[src/rtl/spi_arb_pkg.sv]
// Shared types and helpers for the SPI master arbiter.
package spi_arb_pkg;

    typedef enum logic [2:0] {
        IDLE   = 3'd0,
        CONFIG = 3'd1,
        ISSUE  = 3'd2,
        WAIT   = 3'd3,
        RESP   = 3'd4
    } state_t;

    // A size of zero or beyond the packet width means "send the full packet".
    function automatic int unsigned clamp_pkt_size(input int unsigned size,
                                                   input int unsigned nbits);
        if (size == 0 || size > nbits) return nbits;
        return size;
    endfunction

endpackage

[src/rtl/spi_master_arbiter_if.sv]
// Requester-side and SPI-master-side val/rdy bundle for the arbiter.
interface spi_master_arbiter_if #(
    parameter int unsigned NBITS = 32,
    parameter int unsigned NREQ  = 4
);
    localparam int unsigned ADDR_BITS = $clog2(NREQ);
    localparam int unsigned PSW       = $clog2(NBITS) + 1;

    logic [NREQ*NBITS-1:0] req_recv_msg;
    logic [NREQ*PSW-1:0]   req_pkt_size;
    logic [NREQ-1:0]       req_recv_val;
    logic [NREQ-1:0]       req_recv_rdy;

    logic [NBITS-1:0]      resp_send_msg;
    logic [NREQ-1:0]       resp_send_val;
    logic [NREQ-1:0]       resp_send_rdy;

    logic [ADDR_BITS-1:0]  spi_cs_addr_msg;
    logic                  spi_cs_addr_val;
    logic [PSW-1:0]        spi_pkt_size_msg;
    logic                  spi_pkt_size_val;
    logic [NBITS-1:0]      spi_send_msg;
    logic                  spi_send_val;
    logic                  spi_send_rdy;
    logic [NBITS-1:0]      spi_recv_msg;
    logic                  spi_recv_val;
    logic                  spi_recv_rdy;

    // Arbiter side.
    modport master (
        input  req_recv_msg, req_pkt_size, req_recv_val, resp_send_rdy,
               spi_send_rdy, spi_recv_msg, spi_recv_val,
        output req_recv_rdy, resp_send_msg, resp_send_val,
               spi_cs_addr_msg, spi_cs_addr_val, spi_pkt_size_msg, spi_pkt_size_val,
               spi_send_msg, spi_send_val, spi_recv_rdy
    );

    // Requesters plus SPI master side.
    modport slave (
        output req_recv_msg, req_pkt_size, req_recv_val, resp_send_rdy,
               spi_send_rdy, spi_recv_msg, spi_recv_val,
        input  req_recv_rdy, resp_send_msg, resp_send_val,
               spi_cs_addr_msg, spi_cs_addr_val, spi_pkt_size_msg, spi_pkt_size_val,
               spi_send_msg, spi_send_val, spi_recv_rdy
    );

endinterface

[src/rtl/spi_rr_arbiter.sv]
// Round-robin grant selection with its own priority pointer register.
module spi_rr_arbiter #(
    parameter  int unsigned NREQ = 4,
    localparam int unsigned AW   = $clog2(NREQ)
) (
    input  logic            clk,
    input  logic            reset,
    input  logic [NREQ-1:0] req,
    input  logic            upd_en,
    input  logic [AW-1:0]   upd_val,
    output logic [NREQ-1:0] grant_oh,
    output logic [AW-1:0]   grant_idx,
    output logic            any_req
);

    logic [AW-1:0] ptr;

    always_ff @(posedge clk) begin
        if (reset)       ptr <= '0;
        else if (upd_en) ptr <= upd_val;
    end

    // First set request at or above ptr, wrapping past NREQ-1 back to 0.
    always_comb begin
        logic [AW:0] idx;
        grant_oh  = '0;
        grant_idx = '0;
        any_req   = 1'b0;
        idx       = '0;
        for (int unsigned i = 0; i < NREQ; i++) begin
            idx = {1'b0, ptr} + (AW+1)'(i);
            if (idx >= (AW+1)'(NREQ)) idx = idx - (AW+1)'(NREQ);
            if (!any_req && req[idx[AW-1:0]]) begin
                any_req   = 1'b1;
                grant_idx = idx[AW-1:0];
            end
        end
        if (any_req) grant_oh[grant_idx] = 1'b1;
    end

endmodule

[src/rtl/spi_master_arbiter.sv]
// Shares one SPI master among NREQ requesters: round-robin grant, configure,
// issue the packet, collect the response and return it to the owner.
module spi_master_arbiter
    import spi_arb_pkg::*;
#(
    parameter int unsigned NBITS = 32,
    parameter int unsigned NREQ  = 4
) (
    input  logic                 clk,
    input  logic                 reset,
    spi_master_arbiter_if.master bus
);

    localparam int unsigned ADDR_BITS = $clog2(NREQ);
    localparam int unsigned PSW       = $clog2(NBITS) + 1;

    state_t               state, state_next;
    logic [ADDR_BITS-1:0] grant_q, grant_idx, ptr_next;
    logic [NREQ-1:0]      grant_oh;
    logic                 any_req;
    logic [NBITS-1:0]     pkt_q, resp_q, pkt_sel;
    logic [PSW-1:0]       size_q, size_sel;
    logic                 accept, send_fire, recv_fire, resp_fire;

    assign accept    = (state == IDLE)  && any_req;
    assign send_fire = (state == ISSUE) && bus.spi_send_rdy;
    assign recv_fire = (state == WAIT)  && bus.spi_recv_val;
    assign resp_fire = (state == RESP)  && bus.resp_send_rdy[grant_q];

    assign ptr_next = (grant_q == ADDR_BITS'(NREQ - 1)) ? '0 : grant_q + 1'b1;
    assign pkt_sel  = bus.req_recv_msg[grant_idx*NBITS +: NBITS];
    assign size_sel = bus.req_pkt_size[grant_idx*PSW +: PSW];

    spi_rr_arbiter #(.NREQ(NREQ)) u_rr (
        .clk       (clk),
        .reset     (reset),
        .req       (bus.req_recv_val),
        .upd_en    (resp_fire),
        .upd_val   (ptr_next),
        .grant_oh  (grant_oh),
        .grant_idx (grant_idx),
        .any_req   (any_req)
    );

    always_ff @(posedge clk) begin
        if (reset) state <= IDLE;
        else       state <= state_next;
    end

    always_comb begin
        state_next = state;
        case (state)
            IDLE:    if (accept)    state_next = CONFIG;
            CONFIG:                 state_next = ISSUE;
            ISSUE:   if (send_fire) state_next = WAIT;
            WAIT:    if (recv_fire) state_next = RESP;
            RESP:    if (resp_fire) state_next = IDLE;
            default:                state_next = IDLE;
        endcase
    end

    always_comb begin
        bus.req_recv_rdy     = '0;
        bus.resp_send_val    = '0;
        bus.spi_cs_addr_val  = 1'b0;
        bus.spi_pkt_size_val = 1'b0;
        bus.spi_send_val     = 1'b0;
        bus.spi_recv_rdy     = 1'b0;
        case (state)
            IDLE:    bus.req_recv_rdy = grant_oh;
            CONFIG: begin
                bus.spi_cs_addr_val  = 1'b1;
                bus.spi_pkt_size_val = 1'b1;
            end
            ISSUE:   bus.spi_send_val  = 1'b1;
            WAIT:    bus.spi_recv_rdy  = 1'b1;
            RESP:    bus.resp_send_val = NREQ'(1) << grant_q;
            default: ;
        endcase
    end

    // Transaction latches; size is stored already clamped to the packet width.
    always_ff @(posedge clk) begin
        if (reset) begin
            grant_q <= '0;
            pkt_q   <= '0;
            size_q  <= '0;
            resp_q  <= '0;
        end else begin
            if (accept) begin
                grant_q <= grant_idx;
                pkt_q   <= pkt_sel;
                size_q  <= PSW'(clamp_pkt_size(32'(size_sel), NBITS));
            end
            if (recv_fire) resp_q <= bus.spi_recv_msg;
        end
    end

    assign bus.spi_cs_addr_msg  = grant_q;
    assign bus.spi_pkt_size_msg = size_q;
    assign bus.spi_send_msg     = pkt_q;
    assign bus.resp_send_msg    = resp_q;

endmodule

[src/flat_wrapper.sv]
// flat-port wrapper written by rule: the top's interface ports become plain ports
module spi_master_arbiter_flat import spi_arb_pkg::*;
#(
    parameter int unsigned NBITS = 32,
    parameter int unsigned NREQ  = 4
)
  (clk, reset, bus_req_recv_msg, bus_req_pkt_size, bus_req_recv_val, bus_resp_send_rdy, bus_spi_send_rdy, bus_spi_recv_msg, bus_spi_recv_val, bus_req_recv_rdy, bus_resp_send_msg, bus_resp_send_val, bus_spi_cs_addr_msg, bus_spi_cs_addr_val, bus_spi_pkt_size_msg, bus_spi_pkt_size_val, bus_spi_send_msg, bus_spi_send_val, bus_spi_recv_rdy);
  spi_master_arbiter_if #(.NBITS(NBITS), .NREQ(NREQ)) bus_i ();
  input  logic clk;
  input  logic reset;
  input wire logic [$bits(bus_i.req_recv_msg)-1:0] bus_req_recv_msg;
  input wire logic [$bits(bus_i.req_pkt_size)-1:0] bus_req_pkt_size;
  input wire logic [$bits(bus_i.req_recv_val)-1:0] bus_req_recv_val;
  input wire logic [$bits(bus_i.resp_send_rdy)-1:0] bus_resp_send_rdy;
  input wire logic [$bits(bus_i.spi_send_rdy)-1:0] bus_spi_send_rdy;
  input wire logic [$bits(bus_i.spi_recv_msg)-1:0] bus_spi_recv_msg;
  input wire logic [$bits(bus_i.spi_recv_val)-1:0] bus_spi_recv_val;
  output wire logic [$bits(bus_i.req_recv_rdy)-1:0] bus_req_recv_rdy;
  output wire logic [$bits(bus_i.resp_send_msg)-1:0] bus_resp_send_msg;
  output wire logic [$bits(bus_i.resp_send_val)-1:0] bus_resp_send_val;
  output wire logic [$bits(bus_i.spi_cs_addr_msg)-1:0] bus_spi_cs_addr_msg;
  output wire logic [$bits(bus_i.spi_cs_addr_val)-1:0] bus_spi_cs_addr_val;
  output wire logic [$bits(bus_i.spi_pkt_size_msg)-1:0] bus_spi_pkt_size_msg;
  output wire logic [$bits(bus_i.spi_pkt_size_val)-1:0] bus_spi_pkt_size_val;
  output wire logic [$bits(bus_i.spi_send_msg)-1:0] bus_spi_send_msg;
  output wire logic [$bits(bus_i.spi_send_val)-1:0] bus_spi_send_val;
  output wire logic [$bits(bus_i.spi_recv_rdy)-1:0] bus_spi_recv_rdy;
  assign bus_i.req_recv_msg = bus_req_recv_msg;
  assign bus_i.req_pkt_size = bus_req_pkt_size;
  assign bus_i.req_recv_val = bus_req_recv_val;
  assign bus_i.resp_send_rdy = bus_resp_send_rdy;
  assign bus_i.spi_send_rdy = bus_spi_send_rdy;
  assign bus_i.spi_recv_msg = bus_spi_recv_msg;
  assign bus_i.spi_recv_val = bus_spi_recv_val;
  assign bus_req_recv_rdy = bus_i.req_recv_rdy;
  assign bus_resp_send_msg = bus_i.resp_send_msg;
  assign bus_resp_send_val = bus_i.resp_send_val;
  assign bus_spi_cs_addr_msg = bus_i.spi_cs_addr_msg;
  assign bus_spi_cs_addr_val = bus_i.spi_cs_addr_val;
  assign bus_spi_pkt_size_msg = bus_i.spi_pkt_size_msg;
  assign bus_spi_pkt_size_val = bus_i.spi_pkt_size_val;
  assign bus_spi_send_msg = bus_i.spi_send_msg;
  assign bus_spi_send_val = bus_i.spi_send_val;
  assign bus_spi_recv_rdy = bus_i.spi_recv_rdy;
  spi_master_arbiter #(.NBITS(NBITS), .NREQ(NREQ)) u_core (.clk(clk), .reset(reset), .bus(bus_i));
endmodule
[config.mk]
export PLATFORM = sky130hd
export DESIGN_NAME = spi_master_arbiter_flat
export DESIGN_NICKNAME = d
export VERILOG_FILES = /design/src/rtl/spi_arb_pkg.sv /design/src/rtl/spi_master_arbiter_if.sv /design/src/rtl/spi_rr_arbiter.sv /design/src/rtl/spi_master_arbiter.sv /design/src/flat_wrapper.sv
export SDC_FILE = /design/constraint.sdc
export NUM_CORES = 1
export LEC_CHECK = 0
export ABC_AREA = 1
export ABC_CLOCK_PERIOD_IN_PS = 3100
export CORE_ASPECT_RATIO = 0.7
export CORE_UTILIZATION = 38
export CTS_CLUSTER_SIZE = 16
export DETAILED_ROUTE_END_ITERATION = 7
export PLACE_DENSITY = 0.82
export SLEW_MARGIN = 10
export SYNTH_ARGS = -nofsm -noshare
export SYNTH_HDL_FRONTEND = slang
export SYNTH_SLANG_ARGS = --single-unit
[constraint.sdc]
create_clock -name clk -period 3.1 [get_ports clk]
set_input_delay 0.775 -clock clk [delete_from_list [all_inputs] [get_ports clk]]
set_output_delay 0.775 -clock clk [all_outputs]
set_load 0.1 [all_outputs]
==> reports/results.txt, run 1 <==
outcome - complete, no violations
Post-synth EDFFs - 0
DR WL/cell - 15.6 µm
initial drt markers - 355
Crit path arrival time - 2230 ps
part of the cycle the worst path needs - 97.0%
final core occ - 68.7%
reg2reg start - u_core.u_rr.ptr[0]
Yosys cell types - 37
placed cell count - 1088
maximum root-to-sink buffer count - 2
Worst path max stage delay - 200 ps
Final Hold Viols - 0
Critical Path, Cell by Cell - clkbuf_2, inv_1, nand2_2, nand3_4, nand2_4, nor2_8, buf_6, nand2_4, nor2_8, nor2_8, nor3_4, buf_12
Final Non-Filler Cells - 1111
fin crit period - 3010 ps
final setup skew - 6.27 ps
WHS - 461 ps
largest net degree at the start of global routing - 48
Detailed Routing Iterations Pass 1 - 5
Worst VDD drop - 0.314 mV
synth warn - 0
# DRC - 0
top cell type's share of synthesized area - 33.5%
Mapped Cells - 660
CTS Buf Count - 9
FMAX - 0.333 GHz
setup ws final - 94.4 ps
Final HPWL DP - 12700 µm
Final Cell Area - 8090 µm²
top cells by count, synth - 101 x nand2_1, 81 x nor2_1, 77 x dfxtp_1
DP Worst Slack - -258 ps
worst reg2reg path endpoint - u_core.bus.spi_pkt_size_msg[2]
crit path launch type - input pin
die area - 12600 µm²
grt total ovfl - 0
Syn-to-layout area delta - 75.7%
Syn Area/Cell - 6.98 µm²
CP most frequent cell - nor2_8
n_diodes - 0
count of final max-slew check failures - 0
GRT Util Overall - 26.9%
input/output buffers - 279
ys async rst share - 0%
initial antenna violation count - 0
clk root buf - clkbuf_16
FP Rows - 33
largest area contributor in the netlist - dfxtp_1
via/cell ratio - 5.16
most frequent cell after synthesis - nand2_1
#FFs+latches synth - 77
CTS tree - done
Syn Nets - 860
Reg clk slew, reported paths - 70 ps
Starting Density - 39.1%
WS Path Type - input pin to output pin
min-delay src - u_core.bus.resp_send_msg[17]
worst hold stages - 2
Synth Cell Area - 4600 µm²
Core Footprint - 11800 µm²
vias in the first global route - 5352
Final GP Congestion - 0.876
first-pass GRT wire length - 26800 µm
share of post-route cells with drive strength above 1 - 24.0%
DP Area - 7610 µm²
DIE WIDTH - 134 µm
Rel. slew slack - 64.3%
Worst Path Required - 2320 ps
reg2reg setup slack - 430 ps
CP max-delay cell - nor3_4
Leak - 3.50 nW
maxcap violations - 0
WHS Endpoint - u_core.bus.resp_send_msg[17]
I/O Pins - 280
Die H - 94.1 µm
actual slew at the worst max-slew pin - 533 ps
pwr dens - 588 nW/µm²
clk_lat worst skew - 330 ps
Seq/Total Area, Yosys - 33.5%
Final Setup Violations - 0
H-tree depth - 3
ANT nets after route - 0
vias - 5728
Nets - 1149
worst hold path type - flip-flop to flip-flop
crit-path max FO - 5
Sink Count - 77
CTS Hold Buffers Added - 0
final wirelength - 17400 µm
Crit. End Element - output pin
ranking of synthesized cells by area - dfxtp_1 33%, nand2_1 8.2%, nor2_1 6.6%
Primary FF master, synth - dfxtp_1
Reg2Reg Depth - 19
FILL cells - 969
-- flip-flops by register name, indices dropped and copies added (netlist names) --
name and count:
u_core.bus.resp_send_msg 32, u_core.bus.spi_cs_addr_msg 2, u_core.bus.spi_pkt_size_msg 6, u_core.bus.spi_send_msg 32, u_core.state 3, u_core.u_rr.ptr 2
-- where the power goes --
group,switching (mW),total [mW],internal [mW]
combinational,1.75,2.53,0.778
clock,0.458,1.02,0.562
sequential,0.0822,1.21,1.13
total,2.29,4.76,2.47
-- metrics by stage --
step	setup TNS [ps]	total power, mW
after floorplan	-655	2.94
after global placement	-2320	3.70
after detailed placement	-4310	3.71
after CTS	0	4.78
after global routing	-0.429	4.98
final	0	4.76
-- per-layer routing --
metal,track usage [%],part of all wire (%),vias up
li1,-,-,2838
met1,33.9,44,2642
met2,46.1,48,216
met3,5.99,5.8,32
met4,7.58,2.0,0
met5,0,0,-
-- cell usage in the layout, fill, tap and decap left out, types with 2 or more instances in the layout --
cell type        instances
a211oi_1                 2
inv_8                    3
o21ai_0                 46
clkdlybuf4s50_1        191
buf_6                    2
nand2_2                 16
inv_4                    3
nand4_1                  8
inv_6                    3
nor2_1                  73
o211ai_1                32
nand2_4                 13
nor2_4                   4
nor2_8                   3
buf_12                  11
o221ai_1                32
clkbuf_2                 4
o21ai_1                 22
inv_2                    9
buf_4                  121
nand2_1                 90
clkinvlp_4               2
clkinv_1                 2
nor3_2                   2
clkbuf_16                9
nor2_2                   5
inv_1                   52
nand3_1                 48
nand3_4                  7
a21oi_1                 42
ha_1                     4
or2_2                    2
dfxtp_1                 75
nand3_2                  5
-- layout make-up --
type | instances | area, µm² | share of cell area [%]
Timing Repair Buffer | 329 | 3080 | 38.1
Multi-Input combinational cell | 465 | 2710 | 33.5
Sequential cell | 77 | 1550 | 19.1
Inverter | 67 | 267 | 3.30
Clock buffer | 9 | 225 | 2.78
Tap cell | 157 | 196 | 2.43
Clock inverter | 7 | 63.8 | 0.789
-- how the worst max path moves through the flow --
stage,slack (ps),to,start
after floorplan,-650,bus_req_recv_rdy[1],bus_req_recv_val[1]
after global placement,-210,bus_req_recv_rdy[0],bus_req_recv_val[1]
after detailed placement,-260,bus_req_recv_rdy[3],bus_req_recv_val[3]
after CTS,70,bus_req_recv_rdy[3],bus_req_recv_val[2]
after global routing,-0.4,bus_req_recv_rdy[1],u_core.u_rr.ptr[0]
final,90,bus_req_recv_rdy[1],bus_req_recv_val[1]
-- critical path, delay by kind of cell --
| family | cells | cell delay, ps |
|---|---|---|
| buf+inv | 4 | 480 |
| simple gates | 8 | 950 |
-- cells by family (layout without fill, tap and decap cells) --
logic type | after synthesis | after routing | synth area share [%]
flops | 77 | 77 | 33.5
compound gates | 182 | 182 | 24.6
fa+ha+maj | 4 | 4 | 1.09
buf+inv | 118 | 412 | 11.8
simple gates | 279 | 279 | 29.0
-- timing repair --
| item | 4_1_cts | 5_1_grt |
|---|---|---|
| pin swaps | 18 | 10 |
| gates resized for setup | 39 | 17 |
| setup buffers | 5 | 2 |
| endpoints found under the setup margin | 4 | 6 |
Note: power is estimated with default switching activity, not from simulation.
==> inputs of run 2 (changes only) <==
Settings changed: HOLD_SLACK_MARGIN from default to 0.05, PLACE_DENSITY 0.82 to 0.93.
==> reports/results.txt, run 2 (same netlist as run 1, synthesis figures left out) <==
WHS - 462 ps (was 461 ps)
via/cell ratio - 5.14 (was 5.16)
clk root buf - clkbuf_16 (unchanged)
Rel. slew slack - 70.7% (was 64.3%)
initial drt markers - 265 (was 355)
pwr dens - 599 nW/µm² (was 588 nW/µm²)
Final Setup Violations - 0 (unchanged)
Final Cell Area - 8030 µm² (was 8090 µm²)
Syn-to-layout area delta - 74.4% (was 75.7%)
H-tree depth - 3 (unchanged)
Worst VDD drop - 0.483 mV (was 0.314 mV)
family with the most delay on the worst path - simple AND/OR/NAND/NOR gates (unchanged)
setup ws final - 83.3 ps (was 94.4 ps)
DP Area - 7530 µm² (was 7610 µm²)
outcome - complete, no violations (unchanged)
largest net degree at the start of global routing - 62 (was 48)
FP Rows - 33 (unchanged)
CP max-delay cell - clkdlybuf4s15_1 (was nor3_4)
grt total ovfl - 0 (unchanged)
vias - 5674 (was 5728)
Final Hold Viols - 0 (unchanged)
ANT nets after route - 0 (unchanged)
actual slew at the worst max-slew pin - 439 ps (was 533 ps)
Sink Count - 77 (unchanged)
Final Non-Filler Cells - 1104 (was 1111)
I/O Pins - 280 (unchanged)
DP Worst Slack - -265 ps (was -258 ps)
initial antenna violation count - 0 (unchanged)
fin crit period - 3020 ps (was 3010 ps)
GRT Util Overall - 26.2% (was 26.9%)
Final HPWL DP - 12300 µm (was 12700 µm)
Worst Path Required - 2320 ps (about the same)
commonest non-fill, non-tap cell in the layout - clkdlybuf4s50_1 (unchanged)
maximum root-to-sink buffer count - 2 (unchanged)
Bufs and invs on worst path - 5 (was 4)
Crit path arrival time - 2240 ps (was 2230 ps)
Die H - 94.1 µm (unchanged)
final setup skew - 4.79 ps (was 6.27 ps)
Critical Path, Cell by Cell - clkdlybuf4s15_1, inv_2, nand2_2, nand3_4, nand2_4, nor2_8, buf_4, nand3_4, nand2_4, nor2_2, inv_2, nor2_4, buf_12 (was clkbuf_2, inv_1, nand2_2, nand3_4, nand2_4, nor2_8, buf_6, nand2_4, nor2_8, nor2_8, nor3_4, buf_12)
Crit. End Element - output pin (unchanged)
# DRC - 0 (unchanged)
FMAX - 0.331 GHz (was 0.333 GHz)
count of final max-slew check failures - 0 (unchanged)
setup TNS - 0 ps (unchanged)
vias in the first global route - 5264 (was 5352)
Leak - 3.46 nW (was 3.50 nW)
DR WL/cell - 15.1 µm (was 15.6 µm)
placed cell count - 1081 (was 1088)
Final GP Congestion - 0.900 (was 0.876)
Starting Density - 39.1% (unchanged)
part of the cycle the worst path needs - 97.3% (was 97.0%)
Nets - 1142 (was 1149)
die area - 12600 µm² (unchanged)
worst hold path type - flip-flop to flip-flop (unchanged)
Worst path max stage delay - 200 ps (about the same)
reg2reg setup slack - 270 ps (was 430 ps)
n_diodes - 0 (unchanged)
first-pass GRT wire length - 26300 µm (was 26800 µm)
input/output buffers - 279 (unchanged)
crit-path max FO - 4 (was 5)
Reg clk slew, reported paths - 60 ps (was 70 ps)
crit path launch type - input pin (unchanged)
maxcap violations - 0 (unchanged)
CTS Buf Count - 9 (unchanged)
commonest cells after routing, fill and taps aside - 191 x clkdlybuf4s50_1, 116 x buf_4, 88 x nand2_1 (was 191 x clkdlybuf4s50_1, 121 x buf_4, 90 x nand2_1)
final wirelength - 16700 µm (was 17400 µm)
Detailed Routing Iterations Pass 1 - 5 (unchanged)
DIE WIDTH - 134 µm (unchanged)
Core Footprint - 11800 µm² (unchanged)
clk_lat worst skew - 330 ps (about the same)
WS Path Type - input pin to output pin (unchanged)
share of post-route cells with drive strength above 1 - 23.2% (was 24.0%)
CTS tree - done (unchanged)
[run 2: layer usage]
metal	share of wire, %	global-route usage (%)	wire, µm	vias up
met1	43	32.7	7200	2591
li1	-	-	-	2825
met3	6.9	5.83	1160	28
met5	0	0	0	-
met2	48	44.9	8000	230
met4	2.0	8.43	338	0
[run 2: area by class of cell]
cell class                 instances  area [µm²]
clock buffer                       9         225
timing repair buffer             322        3020
clock inverter                     7        82.6
multi-input combinational        465        2700
fill                             954        3740
inverter                          67         264
tap                              157         196
sequential                        77        1540
[run 2: worst reg2reg max path: stages (launching register included)]
cell and delay [ps]:
dfxtp_2 540, inv_8 100, nand2_1 90, nand2_2 110, nand2_4 90, nand2_4 60
nor2_8 110, buf_4 140, nand3_4 80, buf_4 160, nand3_4 90, buf_4 120
buf_4 210, inv_4 120, nand2_1 100, nand2_1 50, nand2_1 50, nand2_1 80
nor2_1 120, nand3_1 110, nand3_1 110, a21oi_1 60
[run 2: path summary, 6_finish.rpt]
| kind | depth (start not counted) | startpoint | end |
|---|---|---|---|
| worst max-delay path | 13 | bus_req_recv_val[3] | bus_req_recv_rdy[0] |
| worst max register to register | 21 | u_core.u_rr.ptr[0] | u_core.bus.spi_pkt_size_msg[2] |
| worst min register to register | 2 | u_core.bus.resp_send_msg[14] | u_core.bus.resp_send_msg[14] |
| worst min-delay path | 2 | u_core.bus.resp_send_msg[14] | u_core.bus.resp_send_msg[14] |
[run 2: timing repair]
action / 4_1_cts / 5_1_grt
pin swaps: 18 / 10
hold buffers: 0 / 0
resized for setup: 34 / 16
setup endpoints to repair: 4 / 6
buffers inserted: 6 / 1
[run 2: per-stage QoR]
| step | util (%) | total power, mW |
|---|---|---|
| after global placement | 64.0 | 3.66 |
| final | 68.2 | 4.81 |
| after global routing | 68.2 | 5.02 |
| after CTS | 67.8 | 4.81 |
| after detailed placement | 64.0 | 3.69 |
| after floorplan | - | 2.94 |
[run 2: power by group]
part           internal [mW]  total (mW)  leakage [nW]  switching [mW]
clock network          0.636        1.09         0.145           0.450
registers               1.13        1.21         0.631          0.0833
logic                  0.763        2.51          2.69            1.75
